===== config.mk =====
export PLATFORM = sky130hd
export DESIGN_NAME = gsquare
export DESIGN_NICKNAME = d
export VERILOG_FILES = /design/src/rtl/gsquare.sv
export SDC_FILE = /design/constraint.sdc
export NUM_CORES = 1
export LEC_CHECK = 0
export BUFFER_PORTS_ARGS = -buffer_cell sky130_fd_sc_hd__clkbuf_2
export CAP_MARGIN = 25
export CORE_MARGIN = 3
export CORE_UTILIZATION = 31
export CTS_BUF_LIST = sky130_fd_sc_hd__clkbuf_4
export DETAILED_ROUTE_END_ITERATION = 10
export PLACE_DENSITY = 0.6
export REMOVE_ABC_BUFFERS = 1
export SLEW_MARGIN = 10
export SYNTH_ARGS = -nofsm -noshare
export SYNTH_HDL_FRONTEND = slang
export SYNTH_SLANG_ARGS = --single-unit

===== constraint.sdc =====
create_clock -name clk -period 8.12 [get_ports clk]
set_input_delay 1.624 -clock clk [delete_from_list [all_inputs] [get_ports clk]]
set_output_delay 1.624 -clock clk [all_outputs]
set_load 0.01 [all_outputs]

===== src/rtl/gsquare.sv =====
// Stochastic squarer: out = in AND a decorrelated copy of in (counter regeneration or delay isolation).
// One-cycle registered latency; en=0 freezes counter, isolator and output.
module gsquare #(
  parameter int CWIDTH    = 4,
  parameter int ISO_DEPTH = 1
) (
  input  logic              clk,
  input  logic              rst,
  input  logic              en,
  input  logic              mode,
  input  logic [CWIDTH-1:0] randNum,
  input  logic              in,
  output logic              out,
  output logic [CWIDTH-1:0] cnt_o
);

  localparam logic [CWIDTH-1:0] CNT_RST = {1'b1, {(CWIDTH-1){1'b0}}};
  localparam logic [CWIDTH-1:0] CNT_MAX = '1;

  logic [CWIDTH-1:0]    cnt_q, cnt_d;
  logic [ISO_DEPTH-1:0] iso_q, iso_d;
  logic                 out_q, out_d;
  logic                 regen;

  // P(regen) = cnt/2^CWIDTH, so the counter settles where regen tracks P(in).
  assign regen = (cnt_q > randNum);

  always_comb begin
    cnt_d = cnt_q;
    if (in && !regen && (cnt_q != CNT_MAX)) begin
      cnt_d = cnt_q + 1'b1;
    end else if (!in && regen && (cnt_q != '0)) begin
      cnt_d = cnt_q - 1'b1;
    end
  end

  always_comb begin
    iso_d    = iso_q;
    iso_d[0] = in;
    for (int k = 1; k < ISO_DEPTH; k++) begin
      iso_d[k] = iso_q[k-1];
    end
  end

  always_comb begin
    out_d = mode ? (in & iso_q[ISO_DEPTH-1]) : (in & regen);
  end

  always_ff @(posedge clk or posedge rst) begin
    if (rst) begin
      cnt_q <= CNT_RST;
      iso_q <= '0;
      out_q <= 1'b0;
    end else if (en) begin
      cnt_q <= cnt_d;
      iso_q <= iso_d;
      out_q <= out_d;
    end
  end

  assign out   = out_q;
  assign cnt_o = cnt_q;

endmodule


# Word level (Yosys, flattened, before mapping)
# Index checks and enable logic that the tools add are counted.
# W data, S select, Z words.
dict set report op_classes {
  reduce_logical 9
  muxes 3
  bitwise 2
  addsub 2
  eq_ne 1
  magnitude_cmp 1
}
# operator n
set ops {}
lappend ops {{$mux W4} 2}
lappend ops {{$add A4 B1 Y4 const B} 1}
lappend ops {{$gt A4 B4 Y1} 1}
lappend ops {{$logic_and A1 B1 Y1} 4}
lappend ops {{$ne A4 B4 Y1 const B} 1}
lappend ops {{$reduce_bool A4 Y1} 1}
lappend ops {{$sub A4 B1 Y4 const B} 1}
lappend ops {{$and A1 B1 Y1} 2}
lappend ops {{$logic_not A1 Y1} 2}
lappend ops {{$reduce_and A2 Y1} 1}
lappend ops {{$reduce_bool A2 Y1} 1}
lappend ops {{$mux W1} 1}
dict set report word_totals {
  in_bits 9
  register_bits 6
}

# Longest topological paths before layout
# Gate-level depths: netlist (run 1).
dict set report logic_depth {
  word_depth 6
  depth_mapped 12
  depth_no_buf 12
}

# Least setup slack after synthesis (run 1)
# Ideal clock, no wire load.
dict set report synth_path {
  path_type {input to register}
  start {input port randNum[3]}
  end {register cnt_q[3] (netlist: cnt_o[3])}
  stages 12
  slack_ns 4.313
  t_arrival_ns 3.732
  t_required_ns 8.045
  setup_time_ns 0.075
  path_cell_list {inv_1 -> ha_1 -> a21oi_1 -> o211ai_1 -> o21ba_2 -> inv_1 -> ha_1 -> a21o_1 -> a21o_1 -> a2111oi_2 -> a31oi_1 -> xnor2_1}
}
dict set report synth_via {
  elab_chain_len 6
  elab_cells_between_ends 9
  cone_classes {1 x order compare; 1 x mux; 7 x reduce/logical}
}
# element line_no
set synth_lines {}
lappend synth_lines {{from (decl)} 11} ;# input logic [CWIDTH-1:0] randNum,
lappend synth_lines {{$gt A4 B4 Y1 *} 26} ;# assign regen = (cnt_q > randNum);
lappend synth_lines {{$logic_not A1 Y1} 30} ;# if (in && !regen && (cnt_q != CNT_MAX)) begin
lappend synth_lines {{$logic_and A1 B1 Y1 (2 in series)} 30}
lappend synth_lines {{$reduce_bool A2 Y1 (no line)} n/a}
lappend synth_lines {{$reduce_and A2 Y1 (no line)} n/a}
lappend synth_lines {{to (signal assigned)} 55} ;# cnt_q <= cnt_d;
lappend synth_lines {{to (decl)} 20} ;# logic [CWIDTH-1:0] cnt_q, cnt_d;
# Mark *: on every way between the ends. The rest lies on a longest branch, timed or not.
# A chain may end at the register's enable or synchronous reset.

# Worst setup path after layout (run 1)
# Ends and elaborated chain as after synthesis.

==> results by group, run 1 <==
Status
  • Status: complete, no violations

Place
  • I/O Buffers: 13
  • Hpwl dp: 732.5 µm
  • Routability congestion estimate: 0.6946

Pwr
  • Leak pwr: 0.0002978 µW
  • Power per cell area: 373.5 mW/mm²
  • Max VDD drop: 0.0001290 V

Setup path
  • Critical path class: input pin to register
  • CP Data Required Time: 8290 ps
  • Arrival time at the worst endpoint: 4000 ps
  • Crit path max-delay family: compound AO/OA/AOI/OAI gates
  • CP cell instances: clkbuf_2 > inv_1 > ha_1 > a21oi_1 > o211ai_1 > o21ba_2 > inv_1 > ha_1 > a21o_1 > a21o_1 > a2111oi_2 > a31oi_1 > xnor2_1
  • Critical path startpoint category: input pin
  • Setup crit end kind: register
  • CP Buf/Inv Count: 3
  • Slowest CP cell: ha_1
  • Max FO, Critical Path: 4
  • CP max stage delay: 320 ps

Floorplanning
  • Top Ports: 14
  • Initial Util: 35.07%
  • Row count: 13
  • Total Die Area: 0.002053 mm²
  • Vert. Die Dim: 45.32 µm
  • Core Box Area: 0.001366 mm²
  • Die Wd: 45.32 µm

Final layout
  • Area grow syn2layout: 23.76%
  • Register Area: 151.4 µm²
  • Ant. Diodes: 0
  • Most frequent cells in the layout: 13 x clkbuf_2, 8 x inv_1, 6 x ha_1
  • Commonest non-fill, non-tap cell in the layout: clkbuf_2
  • Final Util: 43.41%
  • Final net count: 80
  • Multi-input gate area: 297.8 µm²
  • Ratio of cells with drive above 1 in the final layout: 38.10%
  • Filler Cells Inserted: 143

STA
  • Actual slew at the worst max-slew pin: 378.6 ps
  • Layout Skew: 5.039 ps
  • Part of the cycle the worst path needs: 47.13%
  • Final setup fails: 0
  • Crit path time final: 3827 ps
  • Slew Limit Headroom: 74.65%
  • Hold slack: 509.6 ps
  • Hold Violations, Final: 0
  • Pins over their slew limit: 0
  • Final TNS setup: 0 ps
  • FMAX: 261.3 MHz
  • RSZ-0062 raised after global routing: false

Global route
  • Vias in the first global route: 393
  • Gr ovfl total: 0
  • First-pass GRT wire length: 1.593 mm
  • Initial antenna violation count: 0
  • GRT Util Overall: 11.05%
  • Largest net degree at the start of global routing: 8

Synthesis
  • Number of synthesized flops with an enable pin: 0
  • Ys flop type: dfrtp_1
  • Mux share of post-synthesis cell area: 4.700%
  • Cells after Synth: 46
  • Synthesized area per cell: 10.42 µm²
  • Yosys cell types: 24
  • Sequential share of the synthesized area: 31.59%
  • Post-Synth Adder-Cell Area: 19.84%
  • Synth async-reset ratio: 100.0%
  • Largest family of logic cells by synthesized area: compound AO/OA/AOI/OAI gates
  • XOR/XNOR Fraction of Synth Area: 5.483%
  • Synth top area cells: dfrtp_1 26%, ha_1 16%, inv_1 6.3%, dfstp_2 5.5%, mux2_1 4.7%
  • Synth top area share: 26.11%
  • Mapped Area: 479.2 µm²
  • Area leader, netlist: dfrtp_1
  • Yosys warnings: 0
  • Compound-Gate Fraction of Synth Area: 22.19%
  • FF+latch count, synth: 6
  • Synthesized-area fraction occupied by and/or/nand/nor cells: 9.922%

Route
  • Antenna viol nets, final: 0
  • 1st-iter DRT viols: 4
  • Routed wire length: 913 µm
  • Wirelength per Cell: 11.71 µm
  • 1st-pass router iterations: 4
  • Via count: 398
  • DRC: 0
  • Via density per instance: 5.103

CTS
  • CTS tree: built
  • Skew-Pair Late Insertion Delay: 250 ps
  • Root Driver: clkbuf_4
  • Hold buffers post-CTS: 0
  • H-tree depth: 1
  • Post_cts resized: 0
  • Clock Tree Buf Depth: 2
  • CTS buffer count: 3
  • Clk sinks: 6
  • Worst-path clk slew: 40 ps
  • Buffers inserted by post-CTS timing repair: 0

Flow run
  • MaxCap Viol Count: 0

Worst hold path
  • Hold Path Class: register to register
layout make-up:
| type | count | area share, % |
|---|---|---|
| multi-input cells | 32 | 50.21 |
| flip-flops and latches | 6 | 25.53 |
| well taps | 15 | 3.165 |
| repair buffers | 13 | 10.97 |
| inverters | 8 | 5.063 |
| clock buffers | 4 | 5.063 |
worst register-to-register path: stages (launching register included):
cell	delay [ps]
dfstp_2	580
ha_1	270
a21oi_1	320
o211ai_1	110
o21ba_2	280
inv_1	90
ha_1	280
a21o_1	170
a21o_1	200
a2111oi_2	270
a31oi_1	90
xnor2_1	150
cells by family (layout without fill, tap and decap cells):
group / Yosys count / after routing
compound gates: 14 / 14
xor+xnor: 3 / 3
fa+ha+maj: 7 / 7
buf+inv: 8 / 25
flops: 6 / 6
mux: 2 / 2
simple gates: 6 / 6
flip-flops by register name, summed over array words and instances (netlist names):
name   count
out        1
cnt_o      4
iso_q      1
layer usage:
metal | vias to the layer above | global-route usage [%] | part of all wire, %
met2 | 12 | 17.51 | 48
met3 | 0 | 5.976 | 6.2
li1 | 202 | - | -
met4 | 0 | 3.509 | 0
met5 | - | 0 | 0
met1 | 184 | 12.65 | 46
stage by stage:
step	setup WS (ps)	cell area, µm²	cells	power (µW)
6_report	4293	593.1	78	221.5
5_1_grt	4078	593.1	78	248.7
4_1_cts	4294	593.1	78	225.1
3_5_place_dp	4038	563.0	74	190.6
3_3_place_gp	4062	563.0	74	187.4
2_1_floorplan	4313	479.2	46	154.9
final timing paths:
path                                 start  endpoint  slack, ps  cells past startpoint
worst max-delay path            randNum[3]  cnt_o[3]       4290                     13
worst min-delay path                   out       out        510                      1
worst max register to register    cnt_o[3]  cnt_o[3]       5240                     11
worst min register to register         out       out        510                      1
max in group asynchronous              rst  cnt_o[3]       6620                      2
min in group asynchronous              rst  cnt_o[1]       1250                      2
cell usage after synthesis (2+ instances only):
library cell and number:
a21oi_1 3, ha_1 6, o211ai_1 2, mux2_1 2
dfrtp_1 5, inv_1 8, xnor2_1 2, a21o_1 2
report_power, final:
group / total (µW) / switching (µW) / internal (µW)
registers: 67.3 / 22.7 / 44.6
clock network: 33.4 / 11.4 / 22.0
logic: 121 / 59.2 / 61.7
Note: power is estimated with default switching activity, not from simulation.
==> run 2, diff against run 1 <==
PLACE_DENSITY = 0.62   (was 0.6)
clock period = 3.2 ns   (was 8.12 ns; I/O delays follow)
==> results by group, run 2 (synthesis results as in run 1) <==
STA
  • Final setup fails: 0
  • Part of the cycle the worst path needs: 87.47%
  • Pins over their slew limit: 0
  • Final WS setup: 400.8 ps
  • Crit path time final: 2799 ps
  • Slew Limit Headroom: 81.82%
  • Layout Skew: 7.701 ps
  • FMAX: 357.3 MHz
  • Hold Violations, Final: 0
  • Final TNS setup: 0 ps
  • Actual slew at the worst max-slew pin: 272.6 ps
  • RSZ-0062 raised after global routing: false

Place
  • Routability congestion estimate: 0.7337
  • I/O Buffers: 13
  • Hpwl dp: 766.2 µm
  • Pre-CTS setup slack: 170.9 ps
  • Post-place instance area: 578.1 µm²
  • DP Cell Count: 76

Setup path
  • CP max stage delay: 490 ps
  • Arrival time at the worst endpoint: 2950 ps
  • Critical path class: register to register
  • Crit path max-delay family: compound AO/OA/AOI/OAI gates
  • Critical path startpoint category: register
  • Setup crit end kind: register
  • R2R setup slack: 400 ps
  • Max FO, Critical Path: 7
  • CP Buf/Inv Count: 2
  • CP cell instances: inv_1 > ha_1 > and4_4 > o211ai_1 > o21ba_2 > inv_1 > ha_1 > a21o_1 > a21o_1 > a2111oi_2 > a31oi_1 > xnor2_1
  • CP Data Required Time: 3350 ps
  • Slowest CP cell: dfrtp_1

Pwr
  • Sequential share of power: 29.2%
  • NetSw: 235.8 µW
  • Pint: 339.3 µW
  • Power share of the clock group: 13.8%
  • Power per cell area: 945.8 mW/mm²
  • Combinational share of power: 57.0%
  • Pwr Total: 575.1 µW
  • Leak pwr: 0.0003066 µW
  • Max VDD drop: 0.0005436 V
  • Switching share of power: 41.00%

Final layout
  • Final instance area: 608.1 µm²
  • Commonest non-fill, non-tap cell in the layout: clkbuf_2
  • Layout Cells excl Fill: 80
  • Area grow syn2layout: 26.89%
  • Ant. Diodes: 0
  • Ratio of cells with drive above 1 in the final layout: 40.00%
  • Register Area: 151.4 µm²
  • Most frequent cells in the layout: 13 x clkbuf_2, 8 x inv_1, 6 x ha_1
  • Final net count: 82
  • Filler Cells Inserted: 141
  • Max reg flops: 4
  • Multi-input gate area: 297.8 µm²

Floorplanning
  • Die Wd: 45.32 µm
  • Row count: 13
  • Top Ports: 14
  • Core Box Area: 0.001366 mm²
  • Vert. Die Dim: 45.32 µm
  • Initial Util: 35.07%
  • Total Die Area: 0.002053 mm²

Route
  • Routed wire length: 905 µm
  • DRC: 0
  • 1st-pass router iterations: 1
  • 1st-iter DRT viols: 0
  • Wirelength per Cell: 11.31 µm
  • Via count: 400
  • Antenna viol nets, final: 0
  • Via density per instance: 5.000

CTS
  • Skew-Pair Late Insertion Delay: 240 ps
  • CTS buffer count: 3
  • Clock Tree Buf Depth: 2
  • Buffers inserted by post-CTS timing repair: 0
  • Root Driver: clkbuf_4
  • H-tree depth: 1
  • Clk sinks: 6
  • CTS tree: built
  • Post_cts resized: 0
  • Worst-path clk slew: 50 ps
  • Hold buffers post-CTS: 0

Flow run
  • MaxCap Viol Count: 0

Global route
  • First-pass GRT wire length: 1.504 mm
  • Initial antenna violation count: 0
  • GRT Util Overall: 10.40%
  • Gr ovfl total: 0
  • Vias in the first global route: 367
  • Largest net degree at the start of global routing: 8

Status
  • Status: complete, no violations

Worst hold path
  • Hold Path Class: input pin to async pin
run 2: cell count changes in the layout (fill, tap and decap cells not counted):
cell,previous run,this run
buf_4,0,2
run 2: power by group through the flow:
stage / logic [µW] / clock network, µW / registers (µW)
2_1_floorplan: 222 / 0 / 171
3_3_place_gp: 322 / 0 / 168
3_5_place_dp: 329 / 0 / 171
4_1_cts: 334 / 83.6 / 170
5_1_grt: 370 / 86.0 / 178
6_report: 328 / 79.5 / 168
run 2: worst paths after layout:
| path | to | depth (start not counted) | from |
|---|---|---|---|
| worst max-delay path | cnt_o[3] | 12 | cnt_o[0] |
| worst min-delay path | cnt_o[0] | 2 | rst |
| worst max register to register | cnt_o[3] | 12 | cnt_o[0] |
| worst min register to register | out | 1 | out |
| max in group asynchronous | cnt_o[3] | 2 | rst |
| min in group clk | out | 1 | out |
run 2: layer usage:
layer / GRT usage (%) / routed length (µm) / up-vias
li1: - / - / 206
met2: 14.97 / 400 / 10
met4: 5.263 / 8 / 0
met3: 2.390 / 44 / 2
met5: 0 / 0 / -
met1: 14.39 / 452 / 182
run 2: stage by stage:
step	util, %	hold WS (ps)
global placement	42.31	480.7
CTS	44.51	282.2
floorplan	-	430.2
global route	44.51	296.8
detailed placement	42.31	487.2
finish	44.51	282.4
run 2: area by class of cell:
class,instances,share of cell area (%)
Multi-Input combinational cell,32,48.97
Sequential cell,6,24.90
Clock buffer,4,4.938
Tap cell,15,3.086
Inverter,8,4.938
Timing Repair Buffer,15,13.17
run 2: worst reg2reg max path, stage by stage, from the launching register on:
cell and delay [ps]:
dfrtp_1 490, inv_1 70, ha_1 280, and4_4 240, o211ai_1 100, o21ba_2 270, inv_1 80, ha_1 270
a21o_1 170, a21o_1 190, a2111oi_2 270, a31oi_1 100, xnor2_1 160
